**config.mk**
```make
export PLATFORM = sky130hd
export DESIGN_NAME = vanilla_instr_encoder
export DESIGN_NICKNAME = d
export VERILOG_FILES = /design/src/rtl/vanilla_instr_encoder_pkg.sv /design/src/rtl/vanilla_instr_encode_comb.sv /design/src/rtl/vanilla_instr_encoder.sv
export SDC_FILE = /design/constraint.sdc
export NUM_CORES = 1
export LEC_CHECK = 0
export CORE_MARGIN = 4
export CORE_UTILIZATION = 45
export CTS_CLUSTER_DIAMETER = 40
export DETAILED_ROUTE_END_ITERATION = 16
export PLACE_DENSITY = 0.73
export SLEW_MARGIN = 20
export SYNTH_ARGS = -nofsm -noshare
export SYNTH_HDL_FRONTEND = slang
export SYNTH_SLANG_ARGS = --single-unit
```
**constraint.sdc**
```tcl
create_clock -name clk_i -period 4.7 [get_ports clk_i]
set_input_delay 0.94 -clock clk_i [delete_from_list [all_inputs] [get_ports clk_i]]
set_output_delay 0.94 -clock clk_i [all_outputs]
set_load 0.02 [all_outputs]
```
**src/rtl/vanilla_instr_encoder_pkg.sv**
```systemverilog
// Shared types, opcode/function constants and field-packing helpers for the
// vanilla instruction encoder.
package vanilla_instr_encoder_pkg;

    // RV32 major opcodes
    localparam logic [6:0] RV32_LOAD     = 7'b0000011;
    localparam logic [6:0] RV32_LOAD_FP  = 7'b0000111;
    localparam logic [6:0] RV32_MISC_MEM = 7'b0001111;
    localparam logic [6:0] RV32_OP_IMM   = 7'b0010011;
    localparam logic [6:0] RV32_STORE    = 7'b0100011;
    localparam logic [6:0] RV32_STORE_FP = 7'b0100111;
    localparam logic [6:0] RV32_AMO_OP   = 7'b0101111;
    localparam logic [6:0] RV32_OP       = 7'b0110011;
    localparam logic [6:0] RV32_LUI      = 7'b0110111;
    localparam logic [6:0] RV32_OP_FP    = 7'b1010011;

    // Function-field constants
    localparam logic [2:0] FUNCT3_ADD    = 3'b000;
    localparam logic [2:0] FUNCT3_WORD   = 3'b010;
    localparam logic [2:0] FUNCT3_RM_RNE = 3'b000;
    localparam logic [6:0] FUNCT7_ADD    = 7'b0000000;
    localparam logic [6:0] FUNCT7_FADD_S = 7'b0000000;
    localparam logic [4:0] FUNCT5_AMOADD = 5'b00000;

    // FENCE iorw,iorw
    localparam logic [31:0] FENCE_INSTR  = 32'h0FF0000F;

    // Expansion FSM encodings
    localparam logic [0:0] eIdle = 1'b0;
    localparam logic [0:0] eLiLo = 1'b1;

    typedef enum logic [3:0] {
        eENC_ADD      = 4'd0,
        eENC_ADDI     = 4'd1,
        eENC_LW       = 4'd2,
        eENC_SW       = 4'd3,
        eENC_FLW      = 4'd4,
        eENC_FSW      = 4'd5,
        eENC_FADD_S   = 4'd6,
        eENC_AMOADD_W = 4'd7,
        eENC_FENCE    = 4'd8,
        eENC_LI       = 4'd9
    } enc_op_e;

    typedef struct packed {
        enc_op_e     op;
        logic [4:0]  rd;
        logic [4:0]  rs1;
        logic [4:0]  rs2;
        logic [31:0] imm;
        logic        aq;
        logic        rl;
    } enc_cmd_s;

    typedef struct packed {
        logic [6:0] funct7;
        logic [4:0] rs2;
        logic [4:0] rs1;
        logic [2:0] funct3;
        logic [4:0] rd;
        logic [6:0] op;
    } instruction_s;

    // True when a 32-bit value is representable as a signed 12-bit immediate
    function automatic logic fits_simm12(input logic [31:0] v);
        return (v[31:11] == '0) || (v[31:11] == '1);
    endfunction

    function automatic instruction_s enc_r_type(input logic [6:0] f7,
                                                input logic [4:0] rs2,
                                                input logic [4:0] rs1,
                                                input logic [2:0] f3,
                                                input logic [4:0] rd,
                                                input logic [6:0] op);
        instruction_s r;
        r.funct7 = f7;
        r.rs2    = rs2;
        r.rs1    = rs1;
        r.funct3 = f3;
        r.rd     = rd;
        r.op     = op;
        return r;
    endfunction

    function automatic instruction_s enc_i_type(input logic [11:0] imm,
                                                input logic [4:0]  rs1,
                                                input logic [2:0]  f3,
                                                input logic [4:0]  rd,
                                                input logic [6:0]  op);
        instruction_s r;
        r.funct7 = imm[11:5];
        r.rs2    = imm[4:0];
        r.rs1    = rs1;
        r.funct3 = f3;
        r.rd     = rd;
        r.op     = op;
        return r;
    endfunction

    function automatic instruction_s enc_s_type(input logic [11:0] imm,
                                                input logic [4:0]  rs2,
                                                input logic [4:0]  rs1,
                                                input logic [2:0]  f3,
                                                input logic [6:0]  op);
        instruction_s r;
        r.funct7 = imm[11:5];
        r.rs2    = rs2;
        r.rs1    = rs1;
        r.funct3 = f3;
        r.rd     = imm[4:0];
        r.op     = op;
        return r;
    endfunction

    function automatic instruction_s enc_u_type(input logic [19:0] imm,
                                                input logic [4:0]  rd,
                                                input logic [6:0]  op);
        instruction_s r;
        r.funct7 = imm[19:13];
        r.rs2    = imm[12:8];
        r.rs1    = imm[7:3];
        r.funct3 = imm[2:0];
        r.rd     = rd;
        r.op     = op;
        return r;
    endfunction

endpackage

```
**src/rtl/vanilla_instr_encode_comb.sv**
```systemverilog
// Combinational encoder: one command (plus LI hi/lo select) to one RV32 word,
// with flags for a two-word LI expansion and an out-of-range immediate.
module vanilla_instr_encode_comb
    import vanilla_instr_encoder_pkg::*;
(
    input  enc_cmd_s     cmd_i,
    input  logic         sel_lo_i,
    output instruction_s instr_o,
    output logic         two_word_o,
    output logic         illegal_o
);

    logic        fits;
    logic [19:0] hi_part;

    assign fits = fits_simm12(cmd_i.imm);

    // (imm + 0x800) >> 12 mod 2^32: the +0x800 only carries into bit 12 when imm[11] is set
    assign hi_part = cmd_i.imm[31:12] + {19'b0, cmd_i.imm[11]};

    // Select the encoding for the requested operation
    always_comb begin
        instr_o    = '0;
        two_word_o = 1'b0;
        illegal_o  = 1'b0;
        case (cmd_i.op)
            eENC_ADD: begin
                instr_o = enc_r_type(FUNCT7_ADD, cmd_i.rs2, cmd_i.rs1, FUNCT3_ADD,
                                     cmd_i.rd, RV32_OP);
            end
            eENC_ADDI: begin
                instr_o   = enc_i_type(cmd_i.imm[11:0], cmd_i.rs1, FUNCT3_ADD,
                                       cmd_i.rd, RV32_OP_IMM);
                illegal_o = ~fits;
            end
            eENC_LW: begin
                instr_o   = enc_i_type(cmd_i.imm[11:0], cmd_i.rs1, FUNCT3_WORD,
                                       cmd_i.rd, RV32_LOAD);
                illegal_o = ~fits;
            end
            eENC_FLW: begin
                instr_o   = enc_i_type(cmd_i.imm[11:0], cmd_i.rs1, FUNCT3_WORD,
                                       cmd_i.rd, RV32_LOAD_FP);
                illegal_o = ~fits;
            end
            eENC_SW: begin
                instr_o   = enc_s_type(cmd_i.imm[11:0], cmd_i.rs2, cmd_i.rs1,
                                       FUNCT3_WORD, RV32_STORE);
                illegal_o = ~fits;
            end
            eENC_FSW: begin
                instr_o   = enc_s_type(cmd_i.imm[11:0], cmd_i.rs2, cmd_i.rs1,
                                       FUNCT3_WORD, RV32_STORE_FP);
                illegal_o = ~fits;
            end
            eENC_FADD_S: begin
                instr_o = enc_r_type(FUNCT7_FADD_S, cmd_i.rs2, cmd_i.rs1, FUNCT3_RM_RNE,
                                     cmd_i.rd, RV32_OP_FP);
            end
            eENC_AMOADD_W: begin
                instr_o = enc_r_type({FUNCT5_AMOADD, cmd_i.aq, cmd_i.rl}, cmd_i.rs2,
                                     cmd_i.rs1, FUNCT3_WORD, cmd_i.rd, RV32_AMO_OP);
            end
            eENC_FENCE: begin
                instr_o = FENCE_INSTR;
            end
            eENC_LI: begin
                // A large imm stays large in the pending copy, so fits is still false on the lo pass
                if (fits) begin
                    instr_o = enc_i_type(cmd_i.imm[11:0], 5'd0, FUNCT3_ADD,
                                         cmd_i.rd, RV32_OP_IMM);
                end else if (sel_lo_i) begin
                    instr_o = enc_i_type(cmd_i.imm[11:0], cmd_i.rd, FUNCT3_ADD,
                                         cmd_i.rd, RV32_OP_IMM);
                end else begin
                    instr_o = enc_u_type(hi_part, cmd_i.rd, RV32_LUI);
                end
                two_word_o = ~fits & (cmd_i.imm[11:0] != 12'd0);
            end
            default: begin
                instr_o = '0;
            end
        endcase
    end

endmodule

```
**src/rtl/vanilla_instr_encoder.sv**
```systemverilog
// Command-to-instruction encoder with LI expansion and a one-entry
// valid/yumi output register.
//
//  state | meaning
//  eIdle | no expansion pending; new commands may be accepted
//  eLiLo | LUI held in the output register, ADDI low part pending
module vanilla_instr_encoder
    import vanilla_instr_encoder_pkg::*;
#(
    parameter int data_width_p     = 32,
    parameter int reg_addr_width_p = 5
) (
    input  logic         clk_i,
    input  logic         reset_i,
    input  logic         v_i,
    input  enc_cmd_s     cmd_i,
    output logic         ready_o,
    output logic         v_o,
    output instruction_s instr_o,
    input  logic         yumi_i,
    output logic         illegal_o
);

    logic [0:0]                  state_q, state_d;
    logic                        v_q, v_d;
    instruction_s                instr_q, instr_d;
    logic                        illegal_q, illegal_d;
    logic [reg_addr_width_p-1:0] pend_rd_q, pend_rd_d;
    logic [data_width_p-1:0]     pend_imm_q, pend_imm_d;

    enc_cmd_s     enc_cmd;
    logic         enc_sel_lo;
    instruction_s enc_instr;
    logic         enc_two_word;
    logic         enc_illegal;
    logic         accept;

    assign ready_o = (state_q == eIdle) & (~v_q | yumi_i);
    assign accept  = v_i & ready_o;

    // Feed the encoder either the incoming command or the pending LI low part
    always_comb begin
        enc_cmd    = cmd_i;
        enc_sel_lo = 1'b0;
        if (state_q == eLiLo) begin
            enc_cmd     = '0;
            enc_cmd.op  = eENC_LI;
            enc_cmd.rd  = pend_rd_q;
            enc_cmd.imm = pend_imm_q;
            enc_sel_lo  = 1'b1;
        end
    end

    vanilla_instr_encode_comb u_encode (
        .cmd_i      (enc_cmd),
        .sel_lo_i   (enc_sel_lo),
        .instr_o    (enc_instr),
        .two_word_o (enc_two_word),
        .illegal_o  (enc_illegal)
    );

    // Next-state for the FSM, the output register and the pending LI fields
    always_comb begin
        state_d    = state_q;
        v_d        = v_q;
        instr_d    = instr_q;
        pend_rd_d  = pend_rd_q;
        pend_imm_d = pend_imm_q;
        illegal_d  = accept & enc_illegal;
        if (state_q == eLiLo) begin
            if (yumi_i) begin
                instr_d = enc_instr;
                v_d     = 1'b1;
                state_d = eIdle;
            end
        end else if (accept & ~enc_illegal) begin
            instr_d = enc_instr;
            v_d     = 1'b1;
            if (enc_two_word) begin
                state_d    = eLiLo;
                pend_rd_d  = cmd_i.rd;
                pend_imm_d = cmd_i.imm;
            end
        end else if (yumi_i) begin
            // Covers a dropped illegal command too: the old word still leaves on yumi
            v_d = 1'b0;
        end
    end

    // State and output register update with synchronous reset
    always_ff @(posedge clk_i) begin
        if (reset_i) begin
            state_q    <= eIdle;
            v_q        <= 1'b0;
            instr_q    <= '0;
            illegal_q  <= 1'b0;
            pend_rd_q  <= '0;
            pend_imm_q <= '0;
        end else begin
            state_q    <= state_d;
            v_q        <= v_d;
            instr_q    <= instr_d;
            illegal_q  <= illegal_d;
            pend_rd_q  <= pend_rd_d;
            pend_imm_q <= pend_imm_d;
        end
    end

    assign v_o       = v_q;
    assign instr_o   = instr_q;
    assign illegal_o = illegal_q;

endmodule

```
==> results of run 1 <==
-- cell type report --
cell class                      count  area (sq um)  share of cell area [%]
Tap cell                          108           135                    2.63
Sequential cell                    71          1420                    27.7
Inverter                            8          30.0                   0.585
Timing Repair Buffer               98           971                    18.9
Multi-Input combinational cell    364          2390                    46.5
Clock buffer                       12           145                    2.83
Clock inverter                      4          45.0                   0.877
-- placed cells by master (no fill, tap or decap), types with 8 or more instances in the layout --
cell type and count:
a21oi_1 19, clkbuf_8 10, clkdlybuf4s50_1 90, dfxtp_1 70, inv_1 8, mux2i_1 56
nand2_1 33, nand3_1 10, nand4_1 8, nor2_1 73, nor3_1 12, nor4_1 10
o211ai_1 8, o21ai_0 17, xnor2_1 9, xor2_1 9
-- state kept, by name, summed over array words and instances, names as in the netlist --
register / flops
pend_imm_q: 32
v_o: 1
instr_o: 31
illegal_o: 1
state_q: 1
pend_rd_q: 5
-- final timing paths --
path / slack, ps / from / endpoint / depth (start not counted)
min reg2reg: 450 / instr_o[25]$_SDFFE_PP0P_ / instr_o[25]$_SDFFE_PP0P_ / 2
max: 1070 / cmd_i[13] / instr_o[22]$_SDFFE_PP0P_ / 12
min: 450 / instr_o[25]$_SDFFE_PP0P_ / instr_o[25]$_SDFFE_PP0P_ / 2
max reg2reg: 1300 / state_q$_SDFF_PP0_ / instr_o[13]$_SDFFE_PP0P_ / 8
-- stage by stage --
stage                     worst slack (ps)  power (mW)  hold WS [ps]
after CTS                             1160        1.39           455
final                                 1070        1.38           448
after global routing                   931        1.44           475
after floorplan                        919       0.782           454
after detailed placement               814       0.906           441
after global placement                 939       0.902           440
-- power breakdown --
part | switching [mW] | internal (mW)
Clock | 0.226 | 0.257
Sequential | 0.0114 | 0.621
Combinational | 0.140 | 0.122
Total | 0.378 | 1.00
-- cell families (layout without fill, tap and decap cells) --
group	after synthesis	after routing	synth area share, %
xor gates and xnor gates	18	18	3.91
and+or+nand+nor	184	184	22.2
DFF	71	71	35.3
adders and majority gates	2	2	0.621
AOI/OAI and AO/OA	104	104	18.5
muxes	56	56	13.9
buffers and inverters	42	122	5.50
-- routing by layer --
metal	track usage [%]	up-vias	share of wire [%]	routed length (um)
met5	0	-	0	0
met4	6.96	0	1.8	205
met3	5.62	21	8.2	933
met2	34.1	156	47	5380
met1	28.9	1801	43	4860
li1	-	1897	-	-
-- worst min-delay path: cells and delay by family (launching register included) --
kind | cells | cell delay [ps]
AOI/OAI and AO/OA | 1 | 50
DFF | 1 | 310
and+or+nand+nor | 1 | 50
==> results.json, run 1 <==
{
  "status": "finished clean",
  "final_util_pct": 58.9,
  "required_ps": 4990,
  "slew-limit-headroom_pct": 51.4,
  "slew_viol_final": 0,
  "syn_avg_cell_area_sq_um": 8.44,
  "crit_family": "compound AO/OA/AOI/OAI gates",
  "numClockSinks": 71,
  "place_inst": 649,
  "dpl_cell_area_sq_um": 4940,
  "cp_slowest_cell": "o311ai_0",
  "synth_common_cells": "nor2_1 (73), dfxtp_1 (71), mux2i_1 (56), nand2_1 (33), a21oi_1 (19)",
  "wl_um": 11400,
  "ant_nets": 0,
  "die_x_um": 103,
  "finalHoldViolations": 0,
  "fin_skew_ps": 10.7,
  "grt_use_total_pct": 21.6,
  "nets": 611,
  "powerDensity_nw_per_um2": 268,
  "via_count": 3875,
  "drc_errors": 0,
  "synthMostInstantiatedCell": "nor2_1",
  "clock_latency_ps": 350,
  "irDropWorstVdd_v": 0.000148,
  "core_sq_um": 8720,
  "tightest_slew_ps": 725,
  "overflow": 0,
  "p_leak_nw": 2.05,
  "ys_types": 63,
  "n_antenna_cell": 0,
  "grt_pass1_wl_um": 17900,
  "worstSetupEndpointType": "flop",
  "synth_edf_count": 0,
  "hold_class": "flop to flop",
  "syn_nets": 536,
  "cts_root_buffer": "clkbuf_8",
  "gp_congestion": 0.885,
  "io_pins": 92,
  "crit_arrival_ps": 3920,
  "syn_area_sq_um": 4030,
  "drive_gt1_share_pct": 6.64,
  "start_kind": "primary input",
  "cts_buffers": 9,
  "max_freq_ghz": 0.276,
  "hpwlAfterDp_um": 8520,
  "path_class": "primary input to flop",
  "crit_buf_inv": 3,
  "fin_area_sq_um": 5130,
  "cts_resized": 0,
  "critical-path-max-stage-delay_ps": 530,
  "firstDrtPassIters": 5,
  "die_area_sq_um": 10500,
  "num-fill-cells": 777,
  "finalNonFillerCells": 665,
  "ys.flop_type": "dfxtp_1",
  "cts_tree": "built",
  "fin_tns_setup_ps": 0,
  "fp-row-count": 34,
  "finalSetupViolCount": 0,
  "grt_pass1_vias": 3550,
  "h-tree-depth": 3,
  "post-route-min-period_ps": 3630,
  "synth_cells": 477,
  "port_buffers": 91,
  "synth_area_leader_cell": "dfxtp_1",
  "routedWlPerCell_um": 17.1,
  "ys_ff_latch": 71,
  "drt_iter0_markers": 245,
  "period_share_pct": 77.2,
  "cts_buffer_depth": 2,
  "path_clk_slew_ps": 70,
  "antenna_found_initial": 0,
  "grt_start_max_net_pins": 67,
  "cts_hold_buf": 0,
  "postCtsSetupRepairBufs": 0,
  "cp_max_fo": 12,
  "ys_top_cells_by_area": "dfxtp_1 (35%), mux2i_1 (14%), nor2_1 (6.8%), nand2_1 (3.1%), a21oi_1 (2.4%)",
  "path_cells": "clkdlybuf4s50_1 -> mux2i_1 -> inv_1 -> ha_1 -> nand4_2 -> a22oi_2 -> buf_4 -> o2111ai_1 -> nand2_1 -> nor2_1 -> o311ai_0 -> a22o_1",
  "area_growth_pct": 27.5,
  "avgViaCountPerCell": 5.83,
  "start_util_pct": 46.2,
  "seq_area_frac_synth_pct": 35.3,
  "cap_viol_max_count": 0,
  "synth_top_area_share_pct": 35.3,
  "chipHeight_um": 103,
  "rsz0062_at_grt": "no",
  "ys_warn_count": 0,
  "async_flop_share_pct": 0
}
Power figures use the tool's default switching activity.
==> run 2, diff against run 1 <==
--- a/config.mk
+++ b/config.mk
@@ -9,7 +9,7 @@
 export CORE_UTILIZATION = 45
 export CTS_CLUSTER_DIAMETER = 40
 export DETAILED_ROUTE_END_ITERATION = 16
-export PLACE_DENSITY = 0.73
+export PLACE_DENSITY = 0.76
 export SLEW_MARGIN = 20
 export SYNTH_ARGS = -nofsm -noshare
 export SYNTH_HDL_FRONTEND = slang
==> constraint.sdc (replaced) <==
create_clock -name clk_i -period 3.3 [get_ports clk_i]
set_input_delay 0.66 -clock clk_i [delete_from_list [all_inputs] [get_ports clk_i]]
set_output_delay 0.66 -clock clk_i [all_outputs]
set_load 0.02 [all_outputs]
==> results.json, run 2 (synthesis results as in run 1) <==
{
  "fin_area_sq_um": 5300,
  "cts_hold_buf": 0,
  "intPower_mw": 1.34,
  "finalNonFillerCells": 689,
  "nets": 636,
  "firstDrtPassIters": 4,
  "avgViaCountPerCell": 5.86,
  "crit_arrival_ps": 3280,
  "num-fill-cells": 806,
  "p_clk_share_pct": 31.8,
  "finalHoldViolations": 0,
  "slew-limit-headroom_pct": 47.8,
  "powerDensity_nw_per_um2": 359,
  "seq_power_share_pct": 47.3,
  "numClockSinks": 71,
  "grt_use_total_pct": 23.4,
  "post-route-min-period_ps": 3070,
  "fp-row-count": 34,
  "io_pins": 92,
  "start_util_pct": 46.2,
  "wl_um": 12200,
  "hpwlAfterDp_um": 9260,
  "h-tree-depth": 3,
  "overflow": 0,
  "irDropWorstVdd_v": 0.000181,
  "cts_tree": "built",
  "switching_share_pct": 29.6,
  "cts_resized": 0,
  "grt_pass1_vias": 3972,
  "rsz0062_at_grt": "no",
  "tightest_slew_ps": 777,
  "via_count": 4037,
  "largest_reg_flops": 32,
  "cap_viol_max_count": 0,
  "switching_power_mw": 0.563,
  "holdWs_ps": 447,
  "worstSetupEndpointType": "flop",
  "die_x_um": 103,
  "cts_buffer_depth": 2,
  "register_area_sq_um": 1420,
  "drive_gt1_share_pct": 11.2,
  "place_inst": 674,
  "status": "finished clean",
  "p_leak_nw": 2.16,
  "drt_iter0_markers": 228,
  "n_antenna_cell": 0,
  "fin_skew_ps": 8.05,
  "hold_class": "flop to flop",
  "final_cell_mix": "clkdlybuf4s50_1 (90), nor2_1 (73), dfxtp_1 (70), mux2i_1 (56), nand2_1 (33)",
  "max_freq_ghz": 0.325,
  "postCtsSetupRepairBufs": 0,
  "grt_start_max_net_pins": 56,
  "ant_nets": 0,
  "required_ps": 3510,
  "path_class": "primary input to flop",
  "clock_latency_ps": 350,
  "multi_input_area_sq_um": 2390,
  "slew_viol_final": 0,
  "routedWlPerCell_um": 17.8,
  "cts_root_buffer": "clkbuf_8",
  "port_buffers": 91,
  "dpl_cell_area_sq_um": 5140,
  "path_clk_slew_ps": 80,
  "cts_buffers": 9,
  "area_growth_pct": 31.7,
  "drc_errors": 0,
  "grt_pass1_wl_um": 19300,
  "period_share_pct": 93.1,
  "final_common_cell": "clkdlybuf4s50_1",
  "gp_congestion": 0.931,
  "die_area_sq_um": 10500,
  "start_kind": "primary input",
  "antenna_found_initial": 0,
  "chipHeight_um": 103,
  "regMostFlops": "pend_imm_q",
  "core_sq_um": 8720,
  "finalSetupViolCount": 0,
  "final_util_pct": 60.8,
  "cp_max_fo": 7,
  "combPwrFrac_pct": 20.9
}
## run 2: metrics by stage
step	TNS, ps	power, mW	setup slack, ps
6_report	0	1.90	228
5_1_grt	0	1.99	68.7
4_1_cts	0	1.91	310
3_5_place_dp	-396	1.31	-45.5
3_3_place_gp	0	1.31	21.9
2_1_floorplan	0	1.11	30.8
## run 2: per-layer routing
metal	share of wire, %	track usage (%)	vias to the layer above
li1	-	-	1944
met1	42	29.9	1885
met2	47	38.7	184
met3	8.8	5.62	24
met4	2.4	7.87	0
met5	0	0	-
## run 2: final timing paths
path                       startpoint                   endpoint  slack (ps)  cells past startpoint
max                         cmd_i[13]    instr_o[4]$_SDFFE_PP0P_         230                     10
min          instr_o[30]$_SDFFE_PP0P_   instr_o[30]$_SDFFE_PP0P_         450                      2
max reg2reg        state_q$_SDFF_PP0_  pend_rd_q[4]$_SDFFE_PP0P_         410                     11
min reg2reg  instr_o[30]$_SDFFE_PP0P_   instr_o[30]$_SDFFE_PP0P_         450                      2
## run 2: cell type report
| class | instances | share of cell area [%] |
|---|---|---|
| Multi-Input combinational cell | 364 | 45.1 |
| Sequential cell | 71 | 26.8 |
| Timing Repair Buffer | 123 | 21.8 |
| Tap cell | 108 | 2.55 |
| Clock buffer | 9 | 2.34 |
| Clock inverter | 6 | 0.731 |
| Inverter | 8 | 0.566 |
## run 2: power by group through the flow
stage	Combinational (mW)	Sequential (mW)	Clock [mW]
floorplan	0.169	0.945	0
global placement	0.389	0.918	0
detailed placement	0.393	0.920	0
CTS	0.396	0.900	0.616
global route	0.428	0.903	0.655
finish	0.398	0.899	0.605
## run 2: worst max-delay path, stage by stage
cell,delay (ps)
clkdlybuf4s50_1,510
mux2i_1,150
inv_1,100
ha_2,220
nand4_2,130
a22oi_2,230
o2111ai_2,240
a31o_1,380
a2111oi_0,580
nor3_1,80
